<file path="config.mk">
export PLATFORM = sky130hd
export DESIGN_NAME = audio_dac_serializer
export DESIGN_NICKNAME = d
export VERILOG_FILES = /design/src/rtl/audio_dac_serializer.sv
export SDC_FILE = /design/constraint.sdc
export NUM_CORES = 1
export LEC_CHECK = 0
export CAP_MARGIN = 20
export CORE_MARGIN = 2
export CORE_UTILIZATION = 59
export DETAILED_ROUTE_END_ITERATION = 7
export DONT_BUFFER_PORTS = 1
export GPL_TIMING_DRIVEN = 0
export PLACE_DENSITY = 0.75
export SLEW_MARGIN = 40
export SYNTH_ARGS = -nofsm -noshare
export SYNTH_HDL_FRONTEND = slang
export SYNTH_SLANG_ARGS = --single-unit
</file>
<file path="constraint.sdc">
create_clock -name i_clk -period 2.96 [get_ports i_clk]
set_input_delay 0.148 -clock i_clk [delete_from_list [all_inputs] [get_ports i_clk]]
set_output_delay 0.148 -clock i_clk [all_outputs]
set_load 0.005 [all_outputs]
</file>
<file path="src/rtl/audio_dac_serializer.sv">
// audio_dac_serializer: buffers signed mono samples in a small FIFO and
// serializes each one to a WM8731 DAC as I2S on both channels.
//
// Ports:
//   i_clk, i_rst_n     system clock, async active-low reset
//   i_sample, i_valid  sample input, pushed when i_valid && o_ready
//   o_ready            FIFO not full
//   i_AUD_BCLK         codec bit clock (async, codec is master)
//   i_AUD_DACLRCK      codec frame clock, low = left, high = right
//   o_AUD_DACDAT       registered serial data to the codec
//   o_underflow        1-cycle pulse: frame started with an empty FIFO
//   o_fifo_level       FIFO occupancy
module audio_dac_serializer #(
    parameter int DATA_W      = 16,
    parameter int FIFO_DEPTH  = 4,
    parameter int SYNC_STAGES = 2
) (
    input  logic                        i_clk,
    input  logic                        i_rst_n,
    input  logic [DATA_W-1:0]           i_sample,
    input  logic                        i_valid,
    output logic                        o_ready,
    input  logic                        i_AUD_BCLK,
    input  logic                        i_AUD_DACLRCK,
    output logic                        o_AUD_DACDAT,
    output logic                        o_underflow,
    output logic [$clog2(FIFO_DEPTH):0] o_fifo_level
);

    localparam int AW = $clog2(FIFO_DEPTH);
    localparam int CW = $clog2(DATA_W + 1);

    typedef enum logic [1:0] {
        IDLE,
        DELAY,
        SHIFT,
        PAD
    } state_t;

    // Codec clock synchronizers and edge strobes
    logic [SYNC_STAGES-1:0] bclk_sync;
    logic [SYNC_STAGES-1:0] lrck_sync;
    logic                   bclk_prev;
    logic                   lrck_prev;
    logic                   bclk_fall;
    logic                   lrck_fall;
    logic                   lrck_rise;
    logic                   bclk_s;
    logic                   lrck_s;

    assign bclk_s = bclk_sync[SYNC_STAGES-1];
    assign lrck_s = lrck_sync[SYNC_STAGES-1];

    // Strobes are registered so the pin-to-DACDAT delay is
    // SYNC_STAGES+2 cycles.
    always_ff @(posedge i_clk or negedge i_rst_n) begin
        if (!i_rst_n) begin
            bclk_sync <= '0;
            lrck_sync <= '0;
            bclk_prev <= 1'b0;
            lrck_prev <= 1'b0;
            bclk_fall <= 1'b0;
            lrck_fall <= 1'b0;
            lrck_rise <= 1'b0;
        end else begin
            bclk_sync <= (bclk_sync << 1) | SYNC_STAGES'(i_AUD_BCLK);
            lrck_sync <= (lrck_sync << 1) | SYNC_STAGES'(i_AUD_DACLRCK);
            bclk_prev <= bclk_s;
            lrck_prev <= lrck_s;
            bclk_fall <= bclk_prev & ~bclk_s;
            lrck_fall <= lrck_prev & ~lrck_s;
            lrck_rise <= ~lrck_prev & lrck_s;
        end
    end

    // Sample FIFO
    logic [DATA_W-1:0] mem [FIFO_DEPTH];
    logic [AW-1:0]     wr_ptr;
    logic [AW-1:0]     rd_ptr;
    logic [AW:0]       level;
    logic              full;
    logic              empty;
    logic              push;
    logic              pop;
    logic [DATA_W-1:0] head;

    assign full  = (level == (AW+1)'(FIFO_DEPTH));
    assign empty = (level == '0);
    assign push  = i_valid & ~full;
    // A push into an empty FIFO cannot be popped in the same cycle,
    // since emptiness is judged from registered state.
    assign pop   = lrck_fall & ~empty;
    assign head  = mem[rd_ptr];

    always_ff @(posedge i_clk) begin
        if (push) begin
            mem[wr_ptr] <= i_sample;
        end
    end

    always_ff @(posedge i_clk or negedge i_rst_n) begin
        if (!i_rst_n) begin
            wr_ptr <= '0;
            rd_ptr <= '0;
            level  <= '0;
        end else begin
            if (push) begin
                wr_ptr <= wr_ptr + AW'(1);
            end
            if (pop) begin
                rd_ptr <= rd_ptr + AW'(1);
            end
            if (push && !pop) begin
                level <= level + (AW+1)'(1);
            end else if (pop && !push) begin
                level <= level - (AW+1)'(1);
            end
        end
    end

    // Held sample: repeated on underflow and reused for the right channel
    logic [DATA_W-1:0] held_sample;
    logic [DATA_W-1:0] load_val;
    logic              underflow_q;

    assign load_val = pop ? head : held_sample;

    always_ff @(posedge i_clk or negedge i_rst_n) begin
        if (!i_rst_n) begin
            held_sample <= '0;
            underflow_q <= 1'b0;
        end else begin
            if (pop) begin
                held_sample <= head;
            end
            underflow_q <= lrck_fall & empty;
        end
    end

    // Serializer FSM
    state_t            state;
    state_t            state_nxt;
    logic [DATA_W-1:0] shreg;
    logic [DATA_W-1:0] shreg_nxt;
    logic [CW-1:0]     bit_cnt;
    logic [CW-1:0]     cnt_nxt;
    logic              dat;
    logic              dat_nxt;
    logic              lrck_edge;

    assign lrck_edge = lrck_fall | lrck_rise;

    always_ff @(posedge i_clk or negedge i_rst_n) begin
        if (!i_rst_n) begin
            state   <= IDLE;
            shreg   <= '0;
            bit_cnt <= '0;
            dat     <= 1'b0;
        end else begin
            state   <= state_nxt;
            shreg   <= shreg_nxt;
            bit_cnt <= cnt_nxt;
            dat     <= dat_nxt;
        end
    end

    always_comb begin
        state_nxt = state;
        shreg_nxt = shreg;
        cnt_nxt   = bit_cnt;
        dat_nxt   = dat;
        unique case (state)
            IDLE: begin
                dat_nxt = 1'b0;
                if (lrck_fall) begin
                    shreg_nxt = load_val;
                    cnt_nxt   = '0;
                    state_nxt = DELAY;
                end
            end
            DELAY, SHIFT: begin
                if (lrck_edge) begin
                    shreg_nxt = load_val;
                    cnt_nxt   = '0;
                    state_nxt = DELAY;
                end else if (bclk_fall) begin
                    // bit_cnt counts bits already driven; DELAY
                    // enters with 0 so its fall drives the MSB.
                    if (bit_cnt == CW'(DATA_W)) begin
                        dat_nxt   = 1'b0;
                        state_nxt = PAD;
                    end else begin
                        dat_nxt   = shreg[DATA_W-1];
                        shreg_nxt = {shreg[DATA_W-2:0], 1'b0};
                        cnt_nxt   = bit_cnt + CW'(1);
                        state_nxt = SHIFT;
                    end
                end
            end
            PAD: begin
                dat_nxt = 1'b0;
                if (lrck_edge) begin
                    shreg_nxt = load_val;
                    cnt_nxt   = '0;
                    state_nxt = DELAY;
                end
            end
        endcase
    end

    assign o_ready      = ~full;
    assign o_fifo_level = level;
    assign o_AUD_DACDAT = dat;
    assign o_underflow  = underflow_q;

endmodule

</file>
==> flow_summary.json <==
{
  "max-vdd-ir-drop_mv": 0.938,
  "final_max_slew_viol_count": 0,
  "synth-adder-area-share_pct": 2.68,
  "synthMuxAreaShare_pct": 7.95,
  "finalClockSkew_ns": 0.00824,
  "ant_nets": 0,
  "port_buffers": 0,
  "fillers": 494,
  "max_freq_mhz": 374,
  "fin_crit_ns": 2.67,
  "max_slew_margin_pct": 68.8,
  "synthDistinctLibCells": 43,
  "worst_ep_required_time_ns": 3.35,
  "synth_top_cell_by_area": "edfxtp_1",
  "cts.sinks": 121,
  "antennaDiodeCount": 0,
  "yosysTopAreaCellShare_pct": 38.8,
  "cp-start-kind": "flop",
  "cts-resized-gates": 0,
  "synth-edff-count": 64,
  "path_buf_inv": 3,
  "tightest_slew_ns": 0.468,
  "rows": 33,
  "synthSimpleGateAreaFrac_pct": 6.16,
  "coreArea_um2": 8180,
  "synth.area.top_cells": "edfxtp_1 (39%), dfrtp_1 (29%), mux4_2 (7.3%)",
  "insertion_delay_ns": 0.51,
  "post-dp-hpwl_um": 4970,
  "cp_slowest_cell": "dfrtp_1",
  "synth-xor-area-share_pct": 1.41,
  "endpoint_kind": "flop",
  "routed_wl_um": 8650,
  "cts_root_buf": "clkbuf_8",
  "yosysSeqAreaShare_pct": 67.6,
  "power.density_nw_per_um2": 1050,
  "power.leakage_nw": 2.33,
  "finalHoldViolations": 0,
  "drive_gt1_share_pct": 25.1,
  "synth_top_family_by_area": "compound AO/OA/AOI/OAI gates",
  "syn_inst": 285,
  "met1_usage_pct": 28.8,
  "routedWlPerCell_um": 19.5,
  "dieHeight_um": 95.6,
  "slowest_delay_ns": 0.49,
  "cts_tree": "done",
  "finalCritPeriodShare_pct": 90.3,
  "synth_compound_area_share_pct": 11.7,
  "grt.met2_usage_pct": 34.4,
  "synth_top_flop_cell": "edfxtp_1",
  "grt_start_max_net_pins": 58,
  "path_cells": "o31a_1, clkinv_1, buf_2, ha_1, inv_1, fa_1, mux2_2",
  "avgSynthCellArea_um2": 17.4,
  "criticalPathCategory": "reg2reg",
  "antenna_found_initial": 0,
  "worstPathArrival_ns": 3.06,
  "overflow": 0,
  "die_area_um2": 9150,
  "grt_pass1_wl_um": 14200,
  "num_vias": 2616,
  "final_core_util_pct": 72.4,
  "place.gp.congestion": 0.727,
  "async_reset_ff_share_pct": 47.1,
  "status": "finished, final reports clean",
  "grt_usage_pct": 21.6,
  "vias_per_cell": 5.91,
  "netlist_area_um2": 4950,
  "grt_setup_unrepaired": "false",
  "cap_violations": 0,
  "layout_commonest_cell": "edfxtp_1",
  "io_pins": 27,
  "h-tree-depth": 4,
  "fin_nets": 356,
  "setup_viol": 0,
  "grt.busiest_layer": "met2",
  "area_growth_pct": 19.5,
  "dieWidth_um": 95.6,
  "drcViolationCount": 0,
  "grt_pass1_vias": 2769,
  "hold_class": "in2async",
  "cts.path.max_buffers": 2,
  "start_util_pct": 60.6,
  "path_max_fanout": 10,
  "synth_fp_nets": 316,
  "synth_seq_cells": 121,
  "yosysWarnings": 0,
  "cts_made_buffers": 17,
  "final_cell_mix": "edfxtp_1 (64), dfrtp_1 (57), dlygate4sd3_1 (20), mux4_2 (16), clkbuf_16 (16)",
  "fin_setup_tns_ns": 0,
  "clk_pin_slew_worst_paths_ns": 0.06,
  "path_delay_family": "buffers and inverters",
  "drtIter0Drc": 100,
  "drt_pass1_iterations": 5,
  "grtUsageMet3_pct": 5.45
}
==> what timing repair did <==
| item | CTS | global route |
|---|---|---|
| buffers inserted | 0 | 0 |
| hold endpoints to repair | 124 | 0 |
| endpoints found under the setup margin | 0 | 0 |
| hold buffers | 21 | 0 |
==> where the power goes <==
group	internal, mW	leakage (nW)	switching [mW]
clock	1.30	0.286	0.786
combinational	0.785	0.745	0.823
sequential	2.26	1.30	0.263
==> Yosys cell counts (2+ instances only) <==
cell	n
and3_1	4
mux4_2	16
nor2_1	5
nand2_1	7
clkinv_1	2
edfxtp_1	64
mux2_2	3
buf_4	2
xnor2_1	6
a21o_1	15
nand2b_1	3
a221oi_2	15
nand3_1	3
inv_1	8
ha_1	9
and2_1	15
dfrtp_1	57
a22o_1	3
nor2b_1	3
buf_2	5
xor2_1	2
o2bb2ai_1	15
buf_6	2
a21oi_1	2
==> final timing paths <==
kind	from	endpoint	slack (ns)	cells after the start
max in group asynchronous	i_rst_n	o_fifo_level[1]	2.56	2
worst min-delay path	i_rst_n	shreg[11]	0.16	2
worst min register to register	lrck_sync[0]	lrck_sync[1]	0.35	0
worst max register to register	o_fifo_level[0]	o_fifo_level[1]	0.29	7
min in group i_clk	i_valid	mem[2][2]	0.16	1
worst max-delay path	o_fifo_level[0]	o_fifo_level[1]	0.29	7
==> per-stage QoR <==
stage               instances  setup slack [ns]  cell area [um2]  total power [mW]  hold slack (ns)
floorplan                 285             0.734             4950              3.74           -0.148
detailed placement        390             0.227             5090              4.09           -0.145
global route              443            0.0897             5920              6.53            0.174
CTS                       443             0.237             5920              6.27            0.160
global placement          390             0.288             5090              4.04           -0.145
finish                    443             0.286             5920              6.22            0.160
==> cell families (layout without fill, tap and decap cells) <==
group,Yosys count,count (layout)
buf+inv,21,74
mux,19,19
simple gates,48,48
flops,121,121
fa+ha+maj,10,10
compound gates,58,58
xor+xnor,8,8
==> layer usage <==
metal | wire [um] | vias up
met3 | 274 | 13
met5 | 0 | -
met2 | 4440 | 42
li1 | - | 1197
met1 | 3840 | 1364
met4 | 107 | 0
==> final cells by class <==
class | instances | area [um2] | share of cell area (%)
Clock inverter | 14 | 185 | 3.13
Multi-Input combinational cell | 143 | 1490 | 25.1
Buffer | 11 | 86.3 | 1.46
Sequential cell | 121 | 3350 | 56.5
Clock buffer | 18 | 418 | 7.06
Timing Repair Buffer | 21 | 228 | 3.85
Inverter | 10 | 37.5 | 0.634
Tap cell | 105 | 131 | 2.22
==> state kept, by name, indices dropped and copies added (netlist names), 2 cells and up <==
signal and count:
bclk_sync 2, bit_cnt 5, held_sample 16, lrck_sync 2, mem 64, o_fifo_level 3, rd_ptr 2, shreg 16
state 2, wr_ptr 2
No activity file was read; power rests on OpenSTA's default activity.
